[config.mk]
export PLATFORM = sky130hd
export DESIGN_NAME = s_mem_arbiter
export DESIGN_NICKNAME = d
export VERILOG_FILES = /design/src/rtl/s_mem_arbiter.sv
export SDC_FILE = /design/constraint.sdc
export NUM_CORES = 1
export LEC_CHECK = 0
export BUFFER_PORTS_ARGS = -buffer_cell sky130_fd_sc_hd__buf_2
export CORE_MARGIN = 2
export CORE_UTILIZATION = 28
export DETAILED_ROUTE_END_ITERATION = 10
export GPL_TIMING_DRIVEN = 1
export MAX_ROUTING_LAYER = met4
export PLACE_DENSITY = 0.8
export SLEW_MARGIN = 15
export SYNTH_ARGS = -nofsm -noshare
export SYNTH_HDL_FRONTEND = slang
export SYNTH_SLANG_ARGS = --single-unit
[constraint.sdc]
create_clock -name clok -period 1.2 [get_ports clok]
set_input_delay 0.18 -clock clok [delete_from_list [all_inputs] [get_ports clok]]
set_output_delay 0.18 -clock clok [all_outputs]
set_load 0.05 [all_outputs]
[src/rtl/s_mem_arbiter.sv]
`default_nettype none
//-----------------------------------------------------------------------------
// Module   : s_mem_arbiter
// Purpose  : Locked-ownership arbiter sharing the single-port 256x8 S-array
//            RAM among the RC4 init (0), shuffle (1) and decrypt (2) engines.
//            Routes the owner's address/data/write-enable to the RAM and
//            returns read data with a per-requester valid strobe.
// Ports    : clok, rst           - clock, synchronous active-high reset
//            req/addr/wdata/wren - per-requester request and RAM access
//            gnt                 - registered one-hot grant
//            mem_addr/wdata/wren - RAM side (combinational mux on gnt)
//            mem_q, rdata        - RAM read data in, passed through out
//            rvalid              - registered one-hot read-data-valid
//            light               - status LEDs (100 idle, owner+1 owned)
// Config   : define ARB_ROUND_ROBIN_EN for round-robin arbitration;
//            default is fixed priority, index 0 highest.
// Revision : 1.0 - initial release
//-----------------------------------------------------------------------------
module s_mem_arbiter #(
   parameter int N_REQ = 3,
   parameter int AW    = 8,
   parameter int DW    = 8
) (
   input  logic                clok,
   input  logic                rst,
   input  logic [N_REQ-1:0]    req,
   input  logic [N_REQ*AW-1:0] addr,
   input  logic [N_REQ*DW-1:0] wdata,
   input  logic [N_REQ-1:0]    wren,
   output logic [N_REQ-1:0]    gnt,
   output logic [AW-1:0]       mem_addr,
   output logic [DW-1:0]       mem_wdata,
   output logic                mem_wren,
   input  logic [DW-1:0]       mem_q,
   output logic [DW-1:0]       rdata,
   output logic [N_REQ-1:0]    rvalid,
   output logic [2:0]          light
);

   localparam int IW = (N_REQ > 1) ? $clog2(N_REQ) : 1;

   typedef enum logic [0:0] {
      S_IDLE  = 1'b0,
      S_OWNED = 1'b1
   } state_t;

   state_t           state_q, state_d;
   logic [N_REQ-1:0] gnt_q, gnt_d;
   logic [N_REQ-1:0] rvalid_q, rvalid_d;
   logic [IW-1:0]    winner;
   logic [IW-1:0]    owner_idx;
   logic             any_req;
   logic             owner_req;

   assign any_req   = |req;
   // Ownership persists only while the current owner keeps its request up.
   assign owner_req = |(req & gnt_q);

`ifdef ARB_ROUND_ROBIN_EN
   // Pointer holds the index just after the last owner; search wraps from it.
   logic [IW-1:0] ptr_q, ptr_d;
   logic          rr_found;
   int            rr_idx;

   always_comb begin
      winner   = '0;
      rr_found = 1'b0;
      rr_idx   = 0;
      for (int k = 0; k < N_REQ; k++) begin
         rr_idx = int'(ptr_q) + k;
         if (rr_idx >= N_REQ) rr_idx = rr_idx - N_REQ;
         if (!rr_found && req[IW'(rr_idx)]) begin
            winner   = IW'(rr_idx);
            rr_found = 1'b1;
         end
      end
   end

   always_comb begin
      ptr_d = ptr_q;
      if (state_q == S_IDLE && any_req)
         ptr_d = (winner == IW'(N_REQ-1)) ? '0 : winner + 1'b1;
   end

   always_ff @(posedge clok) begin
      if (rst) ptr_q <= '0;
      else     ptr_q <= ptr_d;
   end
`else
   // Fixed priority: scanning downward leaves the lowest requesting index.
   always_comb begin
      winner = '0;
      for (int i = N_REQ-1; i >= 0; i--)
         if (req[i]) winner = IW'(i);
   end
`endif

   always_comb begin
      state_d = state_q;
      gnt_d   = gnt_q;
      case (state_q)
         S_IDLE: begin
            gnt_d = '0;
            if (any_req) begin
               gnt_d   = N_REQ'(1) << winner;
               state_d = S_OWNED;
            end
         end
         S_OWNED: begin
            if (!owner_req) begin
               gnt_d   = '0;
               state_d = S_IDLE;
            end
         end
         default: begin
            gnt_d   = '0;
            state_d = S_IDLE;
         end
      endcase
   end

   // A read is any owner cycle with request up and write-enable low.
   assign rvalid_d = gnt_q & req & ~wren;

   always_ff @(posedge clok) begin
      if (rst) begin
         state_q  <= S_IDLE;
         gnt_q    <= '0;
         rvalid_q <= '0;
      end else begin
         state_q  <= state_d;
         gnt_q    <= gnt_d;
         rvalid_q <= rvalid_d;
      end
   end

   // AND-OR mux keyed by the registered one-hot grant; zero when no owner,
   // so non-owner write enables can never reach the RAM.
   logic [N_REQ:0][AW-1:0] addr_acc;
   logic [N_REQ:0][DW-1:0] wdata_acc;

   assign addr_acc[0]  = '0;
   assign wdata_acc[0] = '0;

   for (genvar g = 0; g < N_REQ; g++) begin : g_route
      assign addr_acc[g+1]  = addr_acc[g]  | (gnt_q[g] ? addr[g*AW +: AW]  : '0);
      assign wdata_acc[g+1] = wdata_acc[g] | (gnt_q[g] ? wdata[g*DW +: DW] : '0);
   end

   assign mem_addr  = addr_acc[N_REQ];
   assign mem_wdata = wdata_acc[N_REQ];
   assign mem_wren  = |(gnt_q & wren);

   always_comb begin
      owner_idx = '0;
      for (int i = 0; i < N_REQ; i++)
         if (gnt_q[i]) owner_idx = IW'(i);
   end

   assign light  = (gnt_q == '0) ? 3'b100 : 3'(int'(owner_idx) + 1);
   assign gnt    = gnt_q;
   assign rvalid = rvalid_q;
   assign rdata  = mem_q;

endmodule
`default_nettype wire

* Word level (Yosys, flattened, before mapping)
Index checks and enable logic that the tools add are counted.
** Storage, ports and cells
- Flip-flop bits (word level) :: 7
- Input port bits :: 64
- Output and inout bits :: 34
- Logic and storage cells :: 37
** Cells by class
- Add/subtract/negate cells :: 1
- Eq/ne operators :: 1
- Shift-type cells :: 1
- Mux-type cells :: 18
- Bitwise logic cells :: 9
- Reductions and logical operators :: 4
** Operators by type and width (count)
- 2-to-1 mux 8 bit :: 6
- OR 8 bit :: 4
- bitwise AND 3 bit :: 3
- 2-to-1 mux 3 bit :: 3
- OR reduction 3 bit :: 3
- 2-to-1 mux 2 bit :: 4
- case mux 3 bit (2 select lines) :: 1
- adder 2 x 1 -> 3 bit (second input constant) :: 1
- logical NOT 3 bit :: 1
- 2-to-1 mux 1 bit :: 3
- inverter 3 bit :: 1
- left shift 1 x 2 -> 3 bit (first input constant) :: 1
- inequality test 2 bit (second input constant) :: 1
- case mux 1 bit (2 select lines) :: 1
- inverter 1 bit :: 1

* Depth between registers and ports, before layout
Gate-level depths: netlist of the first run.
- Word-level depth :: 6
- Mapped depth :: 4

* Worst setup path before layout of the first run
No wires, ideal clock.
- Path kind :: register -> output
- From :: reg gnt_q[2] (netlist: gnt[2])
- To :: out light[2]
- Arrival :: 1.856 ns
- Required time :: 1.020 ns
- Slack :: -0.836 ns
- Cell stages (with the launch flop) :: 4
- Buffers on the path :: 1
- Cell sequence :: dfxtp_1 > buf_4 > or2_2 > nor2_1
** On the way
- Word-level cells in the longest chain between the ends :: 3
** Ends and longest elaborated chain
- start, declared :: line 48 : logic [N_REQ-1:0] gnt_q, gnt_d;
- start signal, assigned :: line 132 : gnt_q <= gnt_d;
- 2-to-1 mux 2 bit :: line 157 : if (gnt_q[i]) owner_idx = IW'(i);
- adder 2 x 1 -> 3 bit :: line 160 : assign light = (gnt_q == '0) ? 3'b100 : 3'(int'(owner_idx) + 1);
- 2-to-1 mux 3 bit * :: line 160
- end, declared :: line 37 : output logic [2:0] light
Every way passes the cells marked *; elsewhere a longest branch is shown, timed or not.

* Final worst setup path of the first run
- From :: reg gnt_q[0] (netlist: gnt[0])
- To :: out mem_addr[2]
** On the way
- Word-level cells in the longest chain between the ends :: 3
** Ends and longest elaborated chain
- 2-to-1 mux 8 bit :: line 146 : assign addr_acc[g+1] = addr_acc[g] | (gnt_q[g] ? addr[g*AW +: AW] : '0);
- OR 8 bit (2 in series) :: line 146
- end, declared :: line 31 : output logic [AW-1:0] mem_addr,
No other way between the ends.

==> results of run 1 <==
-- sequential cells by signal, indices dropped and copies added (netlist names) --
signal,count
state_q,1
gnt,3
rvalid,3
-- where the power goes --
| group | internal, W | total [W] | switching (W) |
|---|---|---|---|
| logic | 0.000273 | 0.000637 | 0.000363 |
| clock network | 0.000127 | 0.000215 | 0.0000884 |
| registers | 0.000239 | 0.000261 | 0.0000220 |
| total | 0.000639 | 0.00111 | 0.000474 |
-- repair_timing --
action,in CTS,in global routing
pin swaps,19,13
hold buffers,0,0
buffers inserted,7,1
setup endpoints to repair,24,26
gates resized for setup,58,5
-- per-layer routing --
metal	vias up	wire length, um	share of wire
li1	463	-	-
met1	476	1160	0.39
met2	59	1520	0.51
met3	10	240	0.081
met4	0	56	0.019
met5	-	0	0
-- layout by cell type, fill, tap and decap left out, types with 2 or more instances in the layout --
master / count
dfxtp_4: 3
a222oi_1: 17
inv_2: 18
dfxtp_1: 4
nor3_1: 3
buf_2: 59
buf_6: 24
buf_8: 6
clkbuf_4: 3
nand2_1: 4
a21oi_1: 2
buf_4: 2
nor2_1: 2
-- cells by family (layout without fill, tap and decap cells) --
logic type / count (synthesis) / after routing / synth area share
buffers and inverters: 33 / 114 / 0.271
and+or+nand+nor: 13 / 13 / 0.100
DFF: 7 / 7 / 0.229
AOI/OAI and AO/OA: 27 / 27 / 0.400
-- worst register-to-register path, cell delays in order, from the launching register on --
cell and delay (ns):
dfxtp_4 0.37, buf_8 0.15, buf_6 0.12, buf_6 0.10, buf_6 0.12, a221o_1 0.31, a32oi_1 0.19, nor2_1 0.05
-- per-stage QoR --
stage	setup slack [ns]	cells	total power, W	util	hold WS [ns]
5_1_grt	-0.441	188	0.00118	0.636	0.100
3_5_place_dp	-0.0669	176	0.000760	0.497	0.360
6_report	-0.394	188	0.00111	0.636	0.117
3_3_place_gp	-0.0188	176	0.000751	0.497	0.360
4_1_cts	-0.346	187	0.00111	0.627	0.101
2_1_floorplan	-0.157	80	0.000673	-	0.239
-- how the worst max path moves through the flow --
stage	to	depth (start not counted)	slack, ns	start
after global placement	mem_addr[3]	3	-0.02	gnt[0]
final	mem_addr[2]	4	-0.39	gnt[0]
after detailed placement	mem_addr[3]	3	-0.07	gnt[0]
after global routing	mem_addr[2]	4	-0.44	gnt[0]
after CTS	mem_addr[7]	4	-0.35	gnt[0]
after floorplan	light[2]	3	-0.16	gnt[1]
-- area by class of cell --
| cell class | count | share of cell area |
|---|---|---|
| Timing Repair Buffer | 91 | 0.521 |
| Multi-Input combinational cell | 40 | 0.259 |
| Inverter | 19 | 0.0554 |
| Tap cell | 27 | 0.0263 |
| Sequential cell | 7 | 0.118 |
| Clock buffer | 4 | 0.0204 |
==> impl_results.html, run 1 <==
<table>
<tr><th>Metric</th><th>Value</th></tr>
<tr><th colspan="2">Routing</th></tr>
<tr><td>Post-detailed-route DRC marker count</td><td>0</td></tr>
<tr><td>Post-DR wirelength/cell</td><td>15.8 um</td></tr>
<tr><td>Total number of vias</td><td>1008</td></tr>
<tr><td>Number of DRC markers in iteration 0</td><td>77</td></tr>
<tr><td>1st-pass router iterations</td><td>4</td></tr>
<tr><td>Routed wire length</td><td>2980 um</td></tr>
<tr><td>Post-route ant nets</td><td>0</td></tr>
<tr><td>Vias per inst</td><td>5.36</td></tr>
<tr><th colspan="2">Final layout</th></tr>
<tr><td>Share of layout cells above drive strength 1</td><td>0.739</td></tr>
<tr><td>Sequential cell area in the final layout</td><td>151 um^2</td></tr>
<tr><td>ANT cells</td><td>0</td></tr>
<tr><td>Total area of multi-input combinational cells</td><td>333 um^2</td></tr>
<tr><td>Layout area overhead</td><td>110%</td></tr>
<tr><td>Non-Filler Cell Area, Final</td><td>0.00129 mm^2</td></tr>
<tr><td>Count of fill cells added during filler insertion</td><td>187</td></tr>
<tr><td>Final layout net count</td><td>226</td></tr>
<tr><th colspan="2">Critical path</th></tr>
<tr><td>Largest fanout on the critical path</td><td>6</td></tr>
<tr><td>Register-to-Register Setup Slack</td><td>-0.30 ns</td></tr>
<tr><td>Cell repeated most along the worst path</td><td>buf_6</td></tr>
<tr><td>Critical path's slowest cell</td><td>a222oi_1</td></tr>
<tr><td>Number of buffers and inverters on the critical path</td><td>3</td></tr>
<tr><td>Worst path arrival time</td><td>1.41 ns</td></tr>
<tr><td>Worst R2R Start</td><td>gnt[0]</td></tr>
<tr><td>Dominant delay contributor by cell family on the critical path</td><td>compound AO/OA/AOI/OAI gates</td></tr>
<tr><td>Worst Reg-to-Reg Cells</td><td>7</td></tr>
<tr><td>Crit Path Category</td><td>flip-flop to output pin</td></tr>
<tr><td>Worst r2r dst</td><td>gnt[1]</td></tr>
<tr><td>Cells along the critical path</td><td>buf_6 -&gt; a222oi_1 -&gt; inv_2 -&gt; buf_6</td></tr>
<tr><td>Category of the worst setup path launch point</td><td>flip-flop</td></tr>
<tr><td>Data required, critical path</td><td>1.02 ns</td></tr>
<tr><td>Sort of element at the end of the critical path</td><td>output pin</td></tr>
<tr><td>Largest stage delay on the critical path</td><td>0.45 ns</td></tr>
<tr><th colspan="2">Logic synthesis</th></tr>
<tr><td>Synth async-reset ratio</td><td>0</td></tr>
<tr><td>Prevailing post-synth register cell</td><td>dfxtp_1</td></tr>
<tr><td>Count of cell types in the netlist</td><td>20</td></tr>
<tr><td>Cell types occupying the most area after synthesis</td><td>a222oi_1 (28%), dfxtp_1 (23%), buf_4 (12%)</td></tr>
<tr><td>Register area share after synthesis</td><td>0.229</td></tr>
<tr><td>Synth Net Count</td><td>144</td></tr>
<tr><td>Biggest area consumer among synthesized cells</td><td>a222oi_1</td></tr>
<tr><td>Most common cell in the netlist</td><td>inv_1</td></tr>
<tr><td>Area share of the largest cell type after synthesis</td><td>0.278</td></tr>
<tr><td>Total of warnings raised by yosys</td><td>0</td></tr>
<tr><td>Cells after synthesis</td><td>80</td></tr>
<tr><td>Netlist Area Pre-Place</td><td>613 um^2</td></tr>
<tr><td>Average size of a mapped cell</td><td>7.66 um^2</td></tr>
<tr><td>Synth cell count leaders</td><td>inv_1 (19), a222oi_1 (17), buf_4 (10)</td></tr>
<tr><td>Number of enable-type register cells in the synthesized netlist</td><td>0</td></tr>
<tr><td>Count of state elements after synthesis</td><td>7</td></tr>
<tr><th colspan="2">STA</th></tr>
<tr><td>Least-Margin Pin Slew</td><td>0.449 ns</td></tr>
<tr><td>Sum of negative setup slack</td><td>-6.16 ns</td></tr>
<tr><td>Normalized max-slew margin</td><td>0.701</td></tr>
<tr><td>Final hold vios</td><td>0</td></tr>
<tr><td>Highest clock frequency the design can meet</td><td>0.627 GHz</td></tr>
<tr><td>Setup repair after global routing missed its margin</td><td>true</td></tr>
<tr><td>Clock period minus final worst setup slack</td><td>1.59 ns</td></tr>
<tr><td>Number of max-slew violations in the final report</td><td>0</td></tr>
<tr><td>Final setup viols</td><td>25</td></tr>
<tr><td>Crit path setup slack, layout</td><td>-0.394 ns</td></tr>
<tr><td>Final worst-path cycle share</td><td>1.33</td></tr>
<tr><td>Clk_skew</td><td>0.0100 ns</td></tr>
<tr><th colspan="2">Global routing</th></tr>
<tr><td>Global-route wire length before repair</td><td>4670 um</td></tr>
<tr><td>Via count of the first global-routing pass</td><td>1010</td></tr>
<tr><td>Largest net degree at the start of global routing</td><td>20</td></tr>
<tr><td>Congestion Overflow GR</td><td>0</td></tr>
<tr><td>Grt met2 use</td><td>0.414</td></tr>
<tr><td>Gr usage total</td><td>0.247</td></tr>
<tr><td>Fraction of met3 tracks used by global routing</td><td>0.0804</td></tr>
<tr><td>Gr busiest metal</td><td>met2</td></tr>
<tr><td>Routing usage on met1</td><td>0.273</td></tr>
<tr><td>Number of antenna violations at the first check in global routing</td><td>0</td></tr>
<tr><th colspan="2">Place</th></tr>
<tr><td>Placed wire-length estimate</td><td>1890 um</td></tr>
<tr><td>Number of input and output port buffers inserted</td><td>81</td></tr>
<tr><td>Placement Cell Area</td><td>0.00100 mm^2</td></tr>
<tr><td>Routability congestion estimate from global placement</td><td>0.756</td></tr>
<tr><th colspan="2">Clocking</th></tr>
<tr><td>Root cell of the clock tree</td><td>clkbuf_4</td></tr>
<tr><td>Clk buf depth</td><td>2</td></tr>
<tr><td>Clock Sinks</td><td>7</td></tr>
<tr><td>Number of buffers created by CTS</td><td>3</td></tr>
<tr><td>Worst-Skew Late Latency</td><td>0.25 ns</td></tr>
<tr><td>Number of levels in the clock H-tree</td><td>1</td></tr>
<tr><td>Clock slew at the register clock pins of the worst setup and hold paths</td><td>0.05 ns</td></tr>
<tr><td>Clock tree from TritonCTS</td><td>yes</td></tr>
<tr><th colspan="2">Die</th></tr>
<tr><td>Die Area</td><td>0.00258 mm^2</td></tr>
<tr><td>Core area</td><td>0.00202 mm^2</td></tr>
<tr><td>Vertical extent of the die</td><td>50.8 um</td></tr>
<tr><td>Standard-cell row count</td><td>16</td></tr>
<tr><td>Io pins</td><td>98</td></tr>
<tr><td>Horiz. Die Dim</td><td>50.8 um</td></tr>
<tr><td>Starting density of the core</td><td>0.303</td></tr>
<tr><th colspan="2">Worst hold path</th></tr>
<tr><td>Worst hold stages</td><td>2</td></tr>
<tr><td>Hold_sp</td><td>wren[2]</td></tr>
<tr><td>End point of the worst hold path</td><td>rvalid[2]</td></tr>
<tr><td>Kind of path behind the tightest hold check</td><td>input pin to flip-flop</td></tr>
<tr><th colspan="2">Pwr</th></tr>
<tr><td>Static leakage</td><td>0.706 nW</td></tr>
<tr><td>P per Cell Area</td><td>866 mW/mm^2</td></tr>
<tr><td>Peak VDD IR</td><td>0.000881 V</td></tr>
<tr><th colspan="2">Run</th></tr>
<tr><td>Number of max-cap violations</td><td>0</td></tr>
<tr><th colspan="2">Run status</th></tr>
<tr><td>Violations in the final reports</td><td>negative setup slack</td></tr>
<tr><td>Run status</td><td>finished, violations left</td></tr>
</table>
Power figures use the tool's default switching activity.
==> run 2, diff against run 1 <==
Settings changed: TNS_END_PERCENT from default to 20.
==> run 2 against run 1 <==
  * Wire length shrank 11%
  * Critical path depth is the same
  * Die area is the same
  * The flow still finishes with violations (negative setup slack)
  * Sequential power grew 2%
==> impl_results.html, run 2 (synthesis gave the netlist of run 1 again) <==
<table>
<tr><th>Metric</th><th>Value</th></tr>
<tr><th colspan="2">Place</th></tr>
<tr><td>Placed wire-length estimate</td><td>1910 um (+1.3%)</td></tr>
<tr><td>Number of placed instances, taps included</td><td>176 (unchanged)</td></tr>
<tr><td>Routability congestion estimate from global placement</td><td>0.741 (-2.1%)</td></tr>
<tr><td>Placement Cell Area</td><td>0.00100 mm^2 (unchanged)</td></tr>
<tr><td>Number of input and output port buffers inserted</td><td>81 (unchanged)</td></tr>
<tr><th colspan="2">STA</th></tr>
<tr><td>Least-Margin Pin Slew</td><td>0.368 ns (-0.0805 ns)</td></tr>
<tr><td>Highest clock frequency the design can meet</td><td>0.647 GHz (+3.1%)</td></tr>
<tr><td>Normalized max-slew margin</td><td>0.755 (+0.0536)</td></tr>
<tr><td>Clk_skew</td><td>0.00475 ns (-0.00525 ns)</td></tr>
<tr><td>Clock period minus final worst setup slack</td><td>1.55 ns (-0.0476 ns)</td></tr>
<tr><td>Setup repair after global routing missed its margin</td><td>true</td></tr>
<tr><td>Number of max-slew violations in the final report</td><td>0 (unchanged)</td></tr>
<tr><td>Final hold vios</td><td>0 (unchanged)</td></tr>
<tr><td>Final setup viols</td><td>21 (-16%)</td></tr>
<tr><td>Crit path setup slack, layout</td><td>-0.346 ns (+0.0476 ns)</td></tr>
<tr><td>Tightest hold margin</td><td>0.103 ns (-0.0147 ns)</td></tr>
<tr><td>Final worst-path cycle share</td><td>1.29 (-0.0397)</td></tr>
<tr><th colspan="2">Routing</th></tr>
<tr><td>Total number of vias</td><td>942 (-6.5%)</td></tr>
<tr><td>Post-DR wirelength/cell</td><td>14.6 um (-8.0%)</td></tr>
<tr><td>Routed wire length</td><td>2650 um (-11%)</td></tr>
<tr><td>Number of DRC markers in iteration 0</td><td>69 (-10%)</td></tr>
<tr><td>Post-detailed-route DRC marker count</td><td>0 (unchanged)</td></tr>
<tr><td>Post-route ant nets</td><td>0 (unchanged)</td></tr>
<tr><td>Vias per inst</td><td>5.18 (-3.5%)</td></tr>
<tr><td>1st-pass router iterations</td><td>5 (+1)</td></tr>
<tr><th colspan="2">Worst hold path</th></tr>
<tr><td>Worst hold stages</td><td>2 (unchanged)</td></tr>
<tr><td>End point of the worst hold path</td><td>rvalid[0]</td></tr>
<tr><td>Kind of path behind the tightest hold check</td><td>input pin to flip-flop</td></tr>
<tr><td>Hold_sp</td><td>wren[0]</td></tr>
<tr><th colspan="2">Pwr</th></tr>
<tr><td>Clock share of power</td><td>0.204 (+0.011)</td></tr>
<tr><td>Peak VDD IR</td><td>0.000476 V (-46%)</td></tr>
<tr><td>P per Cell Area</td><td>894 mW/mm^2 (+3.3%)</td></tr>
<tr><td>Part of the total power dissipated in sequential elements</td><td>0.253 (+0.018)</td></tr>
<tr><td>Logic gate share of total power</td><td>0.543 (-0.029)</td></tr>
<tr><td>Switching part of the total</td><td>0.431 (+0.00560)</td></tr>
<tr><td>Static leakage</td><td>0.676 nW (-4.1%)</td></tr>
<tr><td>Net switching power figure</td><td>0.000452 W (-4.7%)</td></tr>
<tr><td>Internal cell power</td><td>0.000596 W (-6.9%)</td></tr>
<tr><td>Tot Pwr</td><td>0.00105 W (-5.9%)</td></tr>
<tr><th colspan="2">Die</th></tr>
<tr><td>Core area</td><td>0.00202 mm^2 (unchanged)</td></tr>
<tr><td>Standard-cell row count</td><td>16 (unchanged)</td></tr>
<tr><td>Io pins</td><td>98 (unchanged)</td></tr>
<tr><td>Horiz. Die Dim</td><td>50.8 um (unchanged)</td></tr>
<tr><td>Die Area</td><td>0.00258 mm^2 (unchanged)</td></tr>
<tr><td>Starting density of the core</td><td>0.303 (unchanged)</td></tr>
<tr><td>Vertical extent of the die</td><td>50.8 um (unchanged)</td></tr>
<tr><th colspan="2">Run status</th></tr>
<tr><td>Run status</td><td>finished, violations left</td></tr>
<tr><td>Violations in the final reports</td><td>negative setup slack</td></tr>
<tr><th colspan="2">Critical path</th></tr>
<tr><td>Critical path's slowest cell</td><td>a222oi_1</td></tr>
<tr><td>Data required, critical path</td><td>1.02 ns (about the same)</td></tr>
<tr><td>Worst r2r dst</td><td>gnt[1]</td></tr>
<tr><td>Category of the worst setup path launch point</td><td>flip-flop</td></tr>
<tr><td>Worst path arrival time</td><td>1.37 ns (-0.04 ns)</td></tr>
<tr><td>Crit Path Category</td><td>flip-flop to output pin</td></tr>
<tr><td>Cell repeated most along the worst path</td><td>buf_6</td></tr>
<tr><td>Register-to-Register Setup Slack</td><td>0.03 ns (+0.33 ns)</td></tr>
<tr><td>Dominant delay contributor by cell family on the critical path</td><td>compound AO/OA/AOI/OAI gates</td></tr>
<tr><td>Worst R2R Start</td><td>gnt[0]</td></tr>
<tr><td>Sort of element at the end of the critical path</td><td>output pin</td></tr>
<tr><td>Number of buffers and inverters on the critical path</td><td>3 (unchanged)</td></tr>
<tr><td>Largest fanout on the critical path</td><td>11 (+5)</td></tr>
<tr><td>Cells along the critical path</td><td>buf_6 -&gt; a222oi_1 -&gt; inv_2 -&gt; buf_6</td></tr>
<tr><td>Largest stage delay on the critical path</td><td>0.38 ns (-0.07 ns)</td></tr>
<tr><td>Worst Reg-to-Reg Cells</td><td>4 (-3)</td></tr>
<tr><th colspan="2">Run</th></tr>
<tr><td>Number of max-cap violations</td><td>0 (unchanged)</td></tr>
<tr><th colspan="2">Global routing</th></tr>
<tr><td>Gr busiest metal</td><td>met2</td></tr>
<tr><td>Fraction of met3 tracks used by global routing</td><td>0.0655 (-0.0149)</td></tr>
<tr><td>Number of antenna violations at the first check in global routing</td><td>0 (unchanged)</td></tr>
<tr><td>Gr usage total</td><td>0.191 (-0.0564)</td></tr>
<tr><td>Congestion Overflow GR</td><td>0 (unchanged)</td></tr>
<tr><td>Via count of the first global-routing pass</td><td>817 (-19%)</td></tr>
<tr><td>Global-route wire length before repair</td><td>3630 um (-22%)</td></tr>
<tr><td>Largest net degree at the start of global routing</td><td>24 (+20%)</td></tr>
<tr><td>Grt met2 use</td><td>0.331 (-0.0833)</td></tr>
<tr><td>Routing usage on met1</td><td>0.200 (-0.0729)</td></tr>
<tr><th colspan="2">Final layout</th></tr>
<tr><td>Final layout net count</td><td>220 (-2.7%)</td></tr>
<tr><td>Share of the core filled with cells in the final layout</td><td>0.579 (-0.0569)</td></tr>
<tr><td>Share of layout cells above drive strength 1</td><td>0.658 (-0.0811)</td></tr>
<tr><td>Top library cells by usage in the layout, fill and taps aside</td><td>buf_2 (60), buf_6 (18), a222oi_1 (17), inv_1 (12)</td></tr>
<tr><td>Non-Filler Cell Area, Final</td><td>0.00117 mm^2 (-8.9%)</td></tr>
<tr><td>ANT cells</td><td>0 (unchanged)</td></tr>
<tr><td>Non-filler cells in the finished layout</td><td>182 (-3.2%)</td></tr>
<tr><td>Layout area overhead</td><td>91.0%</td></tr>
<tr><td>Most common cell after layout, fill and taps aside</td><td>buf_2</td></tr>
<tr><th colspan="2">Clocking</th></tr>
<tr><td>Clock tree from TritonCTS</td><td>yes</td></tr>
<tr><td>Number of levels in the clock H-tree</td><td>1 (unchanged)</td></tr>
<tr><td>Clock Sinks</td><td>7 (unchanged)</td></tr>
<tr><td>Clk buf depth</td><td>2 (unchanged)</td></tr>
<tr><td>Root cell of the clock tree</td><td>clkbuf_4</td></tr>
<tr><td>Clock slew at the register clock pins of the worst setup and hold paths</td><td>0.06 ns (about the same)</td></tr>
<tr><td>Worst-Skew Late Latency</td><td>0.25 ns (about the same)</td></tr>
<tr><td>Number of buffers created by CTS</td><td>3 (unchanged)</td></tr>
</table>
run 2: area by class of cell:
cell class,count,area [um^2]
Multi-Input combinational cell,40,333
Tap cell,27,33.8
Fill cell,185,851
Sequential cell,7,151
Inverter,19,71.3
Clock buffer,4,26.3
Timing Repair Buffer,85,556
run 2: routing by layer:
metal,share of wire,routed length [um],vias to the layer above
li1,-,-,449
met1,0.35,936,430
met2,0.52,1390,57
met3,0.10,273,6
met4,0.019,51,0
met5,0,0,-
run 2: worst max path at each step:
stage	start	to	slack, ns	cells past startpoint
after global placement	gnt[0]	mem_wdata[5]	-0.002	3
final	gnt[0]	mem_wdata[2]	-0.35	4
after global routing	gnt[0]	mem_wdata[2]	-0.42	4
after CTS	gnt[0]	mem_wdata[4]	-0.30	3
after floorplan	gnt[1]	light[2]	-0.16	3
after detailed placement	gnt[0]	mem_addr[0]	-0.05	3
run 2: power by group through the flow:
stage                     clock (W)  combinational [W]  sequential, W
after floorplan                   0           0.000391       0.000275
after global placement            0           0.000467       0.000276
after detailed placement          0           0.000475       0.000278
after CTS                  0.000222           0.000531       0.000273
after global routing       0.000245           0.000594       0.000268
final                      0.000214           0.000568       0.000265
run 2: worst reg2reg max path, delay by kind of cell, from the launching register on:
kind | cells | cell delay, ns
flip-flops | 1 | 0.37
AO/OA/AOI/OAI | 2 | 0.48
buffers and inverters | 1 | 0.16
AND/OR/NAND/NOR | 1 | 0.05
run 2: stage by stage:
| step | setup WS, ns | setup TNS (ns) |
|---|---|---|
| after global routing | -0.425 | -7.06 |
| after CTS | -0.296 | -4.95 |
| after global placement | -0.00195 | -0.00384 |
| final | -0.346 | -5.43 |
| after detailed placement | -0.0452 | -0.211 |
| after floorplan | -0.157 | -1.70 |
run 2: repair_timing:
action                                 in CTS  in global routing
hold buffers                                0                  0
buffers inserted                            0                  2
pin swaps                                   3                 10
endpoints found under the hold margin       0                  0
setup endpoints to repair                  22                 24
resized for setup                          30                 14
